===== config.mk =====
export PLATFORM = sky130hd
export DESIGN_NAME = mips_alu_mdu_flat
export DESIGN_NICKNAME = d
export VERILOG_FILES = /design/src/rtl/mips_alu_mdu_if.sv /design/src/rtl/mips_alu_mdu.sv /design/src/flat_wrapper.sv
export SDC_FILE = /design/constraint.sdc
export NUM_CORES = 2
export LEC_CHECK = 0
export CAP_MARGIN = 20
export CORE_UTILIZATION = 33
export CTS_CLUSTER_DIAMETER = 40
export DETAILED_ROUTE_END_ITERATION = 10
export PLACE_DENSITY = 0.51
export REMOVE_ABC_BUFFERS = 1
export SYNTH_ARGS = -nofsm -noshare
export SYNTH_HDL_FRONTEND = slang
export SYNTH_SLANG_ARGS = --single-unit

===== constraint.sdc =====
create_clock -name clk -period 7.6 [get_ports clk]
set_clock_uncertainty 0.2 [all_clocks]
set_input_delay 0.76 -clock clk [delete_from_list [all_inputs] [get_ports clk]]
set_output_delay 0.76 -clock clk [all_outputs]
set_load 0.02 [all_outputs]

===== src/rtl/mips_alu_mdu_if.sv =====
// Request/response bus of the MIPS execute unit: operands in, result and flags out,
// each direction with its own valid/ready handshake.
interface mips_alu_mdu_if #(
    parameter int WIDTH = 32
);
    logic             in_valid;
    logic             in_ready;
    logic [WIDTH-1:0] srcA;
    logic [WIDTH-1:0] srcB;
    logic [3:0]       ALUCtrl;
    logic             out_valid;
    logic             out_ready;
    logic [WIDTH-1:0] ALUResult;
    logic             Zero;
    logic             overflow;
    logic             div_by_zero;

    modport master (
        output in_valid, srcA, srcB, ALUCtrl, out_ready,
        input  in_ready, out_valid, ALUResult, Zero, overflow, div_by_zero
    );

    modport slave (
        input  in_valid, srcA, srcB, ALUCtrl, out_ready,
        output in_ready, out_valid, ALUResult, Zero, overflow, div_by_zero
    );
endinterface


===== src/rtl/mips_alu_mdu.sv =====
// MIPS EX-stage unit: single-cycle ALU plus an iterative multiply/divide unit owning HI/LO.
// Multi-cycle ops stall the requester through the in_ready/out_valid handshake.
module mips_alu_mdu #(
    parameter int WIDTH = 32,
    parameter int SHW   = $clog2(WIDTH)
) (
    input logic           clk,
    input logic           rst,
    mips_alu_mdu_if.slave bus
);
    typedef enum logic [1:0] {IDLE, BUSY, DONE} state_t;

    state_t           state;
    logic             in_ready_q;
    logic             out_valid_q;
    logic [WIDTH-1:0] result_q;
    logic             zero_q;
    logic             ovf_q;
    logic             dbz_q;
    logic [WIDTH-1:0] hi;
    logic [WIDTH-1:0] lo;

    logic             is_mul;
    logic             neg_q;
    logic             neg_r;
    logic             dbz_pend;
    logic [WIDTH-1:0] a_save;
    logic [WIDTH-1:0] m;
    logic [WIDTH-1:0] r;
    logic [WIDTH-1:0] q;
    logic [SHW-1:0]   count;

    logic [WIDTH-1:0] a;
    logic [WIDTH-1:0] b;
    logic [WIDTH-1:0] sum;
    logic [WIDTH-1:0] diff;
    logic [WIDTH-1:0] alu_res;
    logic             alu_ovf;

    assign a    = bus.srcA;
    assign b    = bus.srcB;
    assign sum  = a + b;
    assign diff = a - b;

    always_comb begin
        alu_res = '0;
        alu_ovf = 1'b0;
        case (bus.ALUCtrl)
            4'b0000: begin
                alu_res = sum;
                alu_ovf = (a[WIDTH-1] == b[WIDTH-1]) && (sum[WIDTH-1] != a[WIDTH-1]);
            end
            4'b0001: begin
                alu_res = diff;
                alu_ovf = (a[WIDTH-1] != b[WIDTH-1]) && (diff[WIDTH-1] != a[WIDTH-1]);
            end
            4'b0010: alu_res = a & b;
            4'b0011: alu_res = a | b;
            4'b0100: alu_res = a << b[SHW-1:0];
            4'b0101: alu_res = a >> b[SHW-1:0];
            4'b0110: alu_res = WIDTH'($signed(a) < $signed(b));
            4'b0111: alu_res = WIDTH'(a < b);
            4'b1000: alu_res = a ^ b;
            4'b1001: alu_res = ~(a | b);
            4'b1010: alu_res = hi;
            4'b1011: alu_res = lo;
            default: alu_res = '0;
        endcase
    end

    // Signed MDU ops (mult, div) have ALUCtrl[0] clear; iterate on magnitudes.
    logic             req_signed;
    logic [WIDTH-1:0] a_mag;
    logic [WIDTH-1:0] b_mag;

    assign req_signed = ~bus.ALUCtrl[0];
    assign a_mag      = (req_signed && a[WIDTH-1]) ? -a : a;
    assign b_mag      = (req_signed && b[WIDTH-1]) ? -b : b;

    logic [WIDTH:0]     mul_sum;
    logic [WIDTH:0]     div_trial;
    logic [WIDTH-1:0]   div_sub;
    logic               div_ge;
    logic [WIDTH-1:0]   r_nx;
    logic [WIDTH-1:0]   q_nx;
    logic [2*WIDTH-1:0] prod;
    logic [WIDTH-1:0]   fin_hi;
    logic [WIDTH-1:0]   fin_lo;

    // One iteration: multiply shifts {r,q} right, divide shifts the dividend left into r.
    always_comb begin
        mul_sum   = {1'b0, r} + (q[0] ? {1'b0, m} : '0);
        div_trial = {r, q[WIDTH-1]};
        div_ge    = div_trial >= {1'b0, m};
        div_sub   = div_trial[WIDTH-1:0] - m;
        if (is_mul) begin
            r_nx = mul_sum[WIDTH:1];
            q_nx = {mul_sum[0], q[WIDTH-1:1]};
        end else begin
            r_nx = div_ge ? div_sub : div_trial[WIDTH-1:0];
            q_nx = {q[WIDTH-2:0], div_ge};
        end
        prod   = neg_q ? -{r_nx, q_nx} : {r_nx, q_nx};
        fin_hi = '0;
        fin_lo = '0;
        if (is_mul) begin
            fin_hi = prod[2*WIDTH-1:WIDTH];
            fin_lo = prod[WIDTH-1:0];
        end else if (dbz_pend) begin
            fin_hi = a_save;
            fin_lo = '1;
        end else begin
            fin_hi = neg_r ? -r_nx : r_nx;
            fin_lo = neg_q ? -q_nx : q_nx;
        end
    end

    always_ff @(posedge clk) begin
        if (rst) begin
            state       <= IDLE;
            in_ready_q  <= 1'b1;
            out_valid_q <= 1'b0;
            result_q    <= '0;
            zero_q      <= 1'b0;
            ovf_q       <= 1'b0;
            dbz_q       <= 1'b0;
            hi          <= '0;
            lo          <= '0;
            is_mul      <= 1'b0;
            neg_q       <= 1'b0;
            neg_r       <= 1'b0;
            dbz_pend    <= 1'b0;
            a_save      <= '0;
            m           <= '0;
            r           <= '0;
            q           <= '0;
            count       <= '0;
        end else begin
            case (state)
                IDLE: begin
                    if (bus.in_valid) begin
                        in_ready_q <= 1'b0;
                        if (bus.ALUCtrl[3:2] == 2'b11) begin
                            is_mul   <= ~bus.ALUCtrl[1];
                            neg_q    <= req_signed && (a[WIDTH-1] ^ b[WIDTH-1]);
                            neg_r    <= req_signed && a[WIDTH-1];
                            dbz_pend <= bus.ALUCtrl[1] && (b == '0);
                            a_save   <= a;
                            m        <= bus.ALUCtrl[1] ? b_mag : a_mag;
                            q        <= bus.ALUCtrl[1] ? a_mag : b_mag;
                            r        <= '0;
                            count    <= '0;
                            state    <= BUSY;
                        end else begin
                            result_q    <= alu_res;
                            zero_q      <= (alu_res == '0);
                            ovf_q       <= alu_ovf;
                            dbz_q       <= 1'b0;
                            out_valid_q <= 1'b1;
                            state       <= DONE;
                        end
                    end
                end
                BUSY: begin
                    r     <= r_nx;
                    q     <= q_nx;
                    count <= count + 1'b1;
                    if (count == SHW'(WIDTH - 1)) begin
                        hi          <= fin_hi;
                        lo          <= fin_lo;
                        result_q    <= fin_lo;
                        zero_q      <= (fin_lo == '0);
                        ovf_q       <= 1'b0;
                        dbz_q       <= dbz_pend;
                        out_valid_q <= 1'b1;
                        state       <= DONE;
                    end
                end
                DONE: begin
                    if (bus.out_ready) begin
                        out_valid_q <= 1'b0;
                        in_ready_q  <= 1'b1;
                        state       <= IDLE;
                    end
                end
                default: state <= IDLE;
            endcase
        end
    end

    assign bus.in_ready    = in_ready_q;
    assign bus.out_valid   = out_valid_q;
    assign bus.ALUResult   = result_q;
    assign bus.Zero        = zero_q;
    assign bus.overflow    = ovf_q;
    assign bus.div_by_zero = dbz_q;
endmodule


===== src/flat_wrapper.sv =====
// flat-port wrapper written by rule: the top's interface ports become plain ports
module mips_alu_mdu_flat 
#(
    parameter int WIDTH = 32,
    parameter int SHW   = $clog2(WIDTH)
)
  (clk, rst, bus_in_valid, bus_srcA, bus_srcB, bus_ALUCtrl, bus_out_ready, bus_in_ready, bus_out_valid, bus_ALUResult, bus_Zero, bus_overflow, bus_div_by_zero);
  mips_alu_mdu_if #(.WIDTH(WIDTH)) bus_i ();
  input logic clk;
  input logic rst;
  input wire logic [$bits(bus_i.in_valid)-1:0] bus_in_valid;
  input wire logic [$bits(bus_i.srcA)-1:0] bus_srcA;
  input wire logic [$bits(bus_i.srcB)-1:0] bus_srcB;
  input wire logic [$bits(bus_i.ALUCtrl)-1:0] bus_ALUCtrl;
  input wire logic [$bits(bus_i.out_ready)-1:0] bus_out_ready;
  output wire logic [$bits(bus_i.in_ready)-1:0] bus_in_ready;
  output wire logic [$bits(bus_i.out_valid)-1:0] bus_out_valid;
  output wire logic [$bits(bus_i.ALUResult)-1:0] bus_ALUResult;
  output wire logic [$bits(bus_i.Zero)-1:0] bus_Zero;
  output wire logic [$bits(bus_i.overflow)-1:0] bus_overflow;
  output wire logic [$bits(bus_i.div_by_zero)-1:0] bus_div_by_zero;
  assign bus_i.in_valid = bus_in_valid;
  assign bus_i.srcA = bus_srcA;
  assign bus_i.srcB = bus_srcB;
  assign bus_i.ALUCtrl = bus_ALUCtrl;
  assign bus_i.out_ready = bus_out_ready;
  assign bus_in_ready = bus_i.in_ready;
  assign bus_out_valid = bus_i.out_valid;
  assign bus_ALUResult = bus_i.ALUResult;
  assign bus_Zero = bus_i.Zero;
  assign bus_overflow = bus_i.overflow;
  assign bus_div_by_zero = bus_i.div_by_zero;
  mips_alu_mdu #(.WIDTH(WIDTH), .SHW(SHW)) u_core (.clk(clk), .rst(rst), .bus(bus_i));
endmodule

# After elaboration in Yosys (flattened, before gate mapping)
# Cells that the tools add are included.
[totals]
ff_bits = 240
input_bits = 72
output_inout_bits = 37
wordCells = 140
[classes]
addsub = 10
order_cmp = 3
n_eq_ne = 24
shifts = 2
mux = 55
bitwise_logic = 7
reduce_logical = 21
[ops]
columns = ["op", "n"]
rows = [
  ["32-bit two-way mux", 21],
  ["32-bit one-hot mux with 12 select lines", 1],
  ["32-bit one-hot mux with 2 select lines", 3],
  ["32-bit negator", 4],
  ["32-bit logical NOT", 3],
  ["32-bit less-than comparator", 2],
  ["64-bit two-way mux", 1],
  ["64-bit negator", 1],
  ["32-bit subtractor", 2],
  ["32-bit by 33-bit adder with 33-bit output", 1],
  ["33-bit by 32-bit greater-or-equal comparator with 1-bit output", 1],
  ["32-bit adder", 1],
  ["32-bit AND", 1],
  ["32-bit inverter", 1],
  ["32-bit bitwise OR", 1],
  ["32-bit by 5-bit << shifter with 32-bit output", 1],
  ["32-bit by 5-bit >> shifter with 32-bit output", 1],
  ["32-bit XOR", 1],
  ["4-bit by 3-bit == test with 1-bit output, second input constant", 4],
  ["4-bit == test, second input constant", 4],
  ["1-bit two-way mux", 15],
  ["3-bit AND reduction", 4],
  ["5-bit two-way mux", 2],
  ["1-bit one-hot mux with 2 select lines", 5],
  ["other kinds (24)", 41],
]

# Longest topological paths before layout
[logic_depth]
depth_word = 10
ltp_mapped = 20
mapped_depth_nobuf = 18

# Least setup slack after synthesis
# Ideal clock, no wire load.
[synth_timing]
path_kind = "in2reg"
start = "input bus_srcB[2]"
end = "register u_core.zero_q, in the netlist u_core.bus.Zero"
setup_time_ps = 79
t_arrival_ps = 5481
t_required_ps = 7321
path_slack_ps = 1840
path_stages = 19
n_path_buf = 4
path_cell_list = "clkbuf_1 inv_2 buf_1 buf_1 clkbuf_1 ha_1 a21o_1 and4_1 o21ai_0 a2111oi_0 o21ai_0 o21ai_1 o211ai_1 a221o_1 or4_1 a21oi_1 nand4_1 or4_1 o211ai_1"
[synth_via]
elab_chain_cells = 7
elab_cells_between_ends = 15
cone_classes = "add/sub: 2; order compare: 2; shift: 2; mux: 4; bitwise: 4; reduce/logical: 1"
[synth_rtl]
columns = ["element", "line", "rtl"]
rows = [
  ["start: declaration", "flat_wrapper.sv:13", "input wire logic [$bits(bus_i.srcB)-1:0] bus_srcB;"],
  ["parallel branches: the longest is 2 deep, another holds 32-bit subtractor", "n/a", ""],
  ["32-bit one-hot mux with 12 select lines (*)", "mips_alu_mdu.sv:48", "case (bus.ALUCtrl)"],
  ["32-bit logical NOT (*)", "mips_alu_mdu.sv:156", "zero_q <= (alu_res == '0);"],
  ["1-bit two-way mux (*)", "mips_alu_mdu.sv:143", "if (bus.ALUCtrl[3:2] == 2'b11) begin"],
  ["1-bit two-way mux (*)", "mips_alu_mdu.sv:141", "if (bus.in_valid) begin"],
  ["1-bit one-hot mux with 2 select lines (*)", "mips_alu_mdu.sv:139", "case (state)"],
  ["end signal: assignment", "mips_alu_mdu.sv:156", ""],
  ["end signal: assignment", "mips_alu_mdu.sv:172", "zero_q <= (fin_lo == '0);"],
  ["end: declaration", "mips_alu_mdu.sv:17", "logic zero_q;"],
]
# Every way passes the cells marked *. The select of a mux whose other input is x is not followed.
# A chain may end at the register's enable or synchronous reset.

# Worst setup path after layout
[layout_timing]
start = "input bus_srcB[15]"
end = "register u_core.zero_q, in the netlist u_core.bus.Zero"
# The elaborated chain is that of the path after synthesis.

==> metrics <==
Post-Route Setup TNS=0 ns; Synth area leaders=dfxtp_1, ha_1, nor2_1; Clock Path Buffers=3; worst-path fanout max=12; critical path, cell by cell=clkdlybuf4s50_1 > inv_1 > ha_1 > or4_1 > a2111oi_0 > or3b_1 > a211oi_1 > nor4_1 > o21a_1 > nand4_1 > nor4_1 > nand4_1 > or4_1 > o211ai_1; top_reg_cell synth=dfxtp_1; initial antenna violation count=3; Worst Tran Pin Value=1.19 ns; area grow syn2layout=14.9%; Tot GR Track Use=a little under a third; cell with the most instances after synthesis=nor2_1; crit path from=bus_srcB[15]; largest net degree at the start of global routing=98; post-cts hold buffer count=0; fmax=about 160 MHz; Synth area leader=dfxtp_1; die height=~290 µm; post-synthesis xor/xnor area fraction=5.76%; period utilization=a little over four fifths; cts repair resizes=0; final worst setup slack=1.18 ns; GP Congestion=1.03; largest family of logic cells by synthesized area=compound AO/OA/AOI/OAI gates; critical path class=in -> reg; PD cells=roughly 240 nW/µm²; antenna-violating nets left=0; Synth cell types=around 100; yosys warns=0; VDD IR max=0.190 mV; Buf+Inv Stages, Crit Path=2; RSZ-0062 raised after global routing=false; outcome=completed; total congestion overflow=0; Reg-to-Reg Start=u_core.m[4]$_SDFFE_PP0P_; multiplexer share of the synthesized area=a little under a tenth; fin. max-slew vios=0; number of clock sinks=240; number of DRC markers in iteration 0=around 4200; # Post-CTS Setup Buffers=0; final WL=140 mm; Worst path top cell family by delay=simple AND/OR/NAND/NOR gates; insertion delay to the later sink of the worst-skew pair=0.65 ns; relative slew slack=between 20% and 30%; Worst path max stage delay=1.02 ns; H-Tree Depth=2; simple-gate area share of the yosys netlist=between 20% and 30%; max-cap violations=0; num ports=roughly 110; DIE WIDTH=293 µm; number of global-route vias before repair=29100; fin crit period=between 6 and 7 ns; CP arrival=roughly 6.8 ns; Final HPWL DP=roughly 110 mm; global-route wire length before repair=roughly 200 mm; CTS tree=built; drt pass-1 iters=6; Core ar.=about 84000 µm²; root buffer cell=clkbuf_16; register area share after synthesis=between 10% and 20%; nets=between 4000 and 5000; number of flops mapped to enable cells by yosys=0; P_leak=approximately 0.012 µW; area of the mapped netlist=~28000 µm²; critical path's slowest cell=nor4_1; fraction of layout cells with a size suffix above 1=slightly below 10%; Port-buffer cells=approximately 110; initial core utilization=33.4%; total chip power=about 7900 µW; Mapped Cells=3946; hold path start=u_core.bus.ALUResult[15]$_SDFFE_PP0P_; worst path required time=7.96 ns; Synth async-reset ratio=0%; Remaining DRCs=0; Final Hold Fails=0; Crit. End Element=register; syn_area_per_cell=approximately 7 µm²; Synth top cells by count=nor2_1, nand2_1, a21oi_1; Compound-Gate Fraction of Synth Area=a little under a third; DR WL/cell=around 27 µm; Worst Setup Start Kind=primary input; Yosys top cell area share=between 15 and 20%; worst min path class=reg -> reg; pre-CTS WS=0.914 ns; Placed Cells=approximately 5000; CTS buffer count=just under 60; via density per instance=approximately 6.3; #FFs+latches synth=240; Final setup viols=0; num rows=about 110; Die ar.=approximately 86000 µm²; Clock transition at path regs=~0.050 ns; via count=roughly 32000; synthesized-area fraction occupied by adder cells=between 7 and 8%; Post-Layout Cell Count=5101
stage by stage:
| stage | cell area, µm² | hold slack, ns | utilization, % |
|---|---|---|---|
| after floorplan | 26800 | 0.220 | - |
| after global placement | 30200 | 0.238 | 36.0 |
| after detailed placement | 30200 | 0.245 | 36.0 |
| after CTS | 32200 | 0.250 | 38.4 |
| after global routing | 32200 | 0.262 | 38.4 |
| final | 32200 | 0.249 | 38.4 |
state kept, by name (all words and copies together) (netlist names), 2 cells and up:
signal / cells
u_core.hi: 32
u_core.bus.ALUResult: 32
u_core.a_save: 32
u_core.q: 32
u_core.r: 32
u_core.state: 2
u_core.count: 5
u_core.m: 32
u_core.lo: 32
final timing paths:
kind,endpoint,slack (ns),depth (start not counted)
hold reg to reg,u_core.bus.ALUResult[15]$_SDFFE_PP0P_,0.25,2
setup / recovery,u_core.bus.Zero$_SDFFE_PP0P_,1.18,14
setup reg to reg,u_core.hi[30]$_SDFFE_PP0P_,1.49,19
hold / removal,u_core.bus.ALUResult[15]$_SDFFE_PP0P_,0.25,2
area by class of cell:
class / count / area, µm²
clock inverter: 44 / 485
fill: 9021 / 51600
tap: 1134 / 1420
sequential: 240 / 4810
clock buffer: 65 / 1530
timing repair buffer: 219 / 1890
antenna: 2 / 5.00
inverter: 166 / 623
multi-input combinational: 3231 / 21400
placed cells by master (no fill, tap or decap), types with 33 or more instances in the layout:
| cell | n |
|---|---|
| a21o_1 | 43 |
| a31oi_1 | 67 |
| nand2_1 | 452 |
| ha_1 | 166 |
| mux2i_1 | 83 |
| nor3_1 | 88 |
| xnor2_1 | 149 |
| o211ai_1 | 61 |
| a21oi_1 | 371 |
| clkbuf_16 | 58 |
| a211oi_1 | 93 |
| buf_4 | 113 |
| mux2_2 | 34 |
| inv_1 | 160 |
| nand3_1 | 95 |
| nor4_1 | 40 |
| nand4_1 | 41 |
| nor2_1 | 506 |
| xor2_1 | 35 |
| mux4_2 | 61 |
| a221oi_1 | 45 |
| o21ai_0 | 208 |
| dfxtp_1 | 238 |
| a22oi_1 | 55 |
| clkdlybuf4s50_1 | 100 |
| o21bai_1 | 33 |
power breakdown:
part           internal [µW]  total, µW  switching [µW]
logic                   1310       3960            2650
clock network           1620       2560             944
registers               1310       1350            46.0
total                   4230       7870            3640
kinds of logic (layout without fill, tap and decap cells):
kind of cell / after synthesis / after routing
simple gates: 1420 / 1420
compound gates: 1278 / 1278
buf+inv: 475 / 494
flops: 240 / 240
xor+xnor: 184 / 184
mux: 179 / 179
fa+ha+maj: 170 / 170
other cells: 0 / 2
layer usage:
layer / wire (µm) / track usage [%]
met2: 60000 / 47.5
met1: 61600 / 44.4
met3: 12900 / 5.72
met4: 5690 / 11.6
met5: 23 / 0
worst register-to-register path: cells and delay by family, from the launching register on:
family	cells	cell delay (ns)
buf+inv	3	0.47
fa+ha+maj	2	0.75
mux	1	0.40
compound gates	8	1.97
flops	1	0.33
simple gates	5	1.88
(Power assumes the default switching activity.)
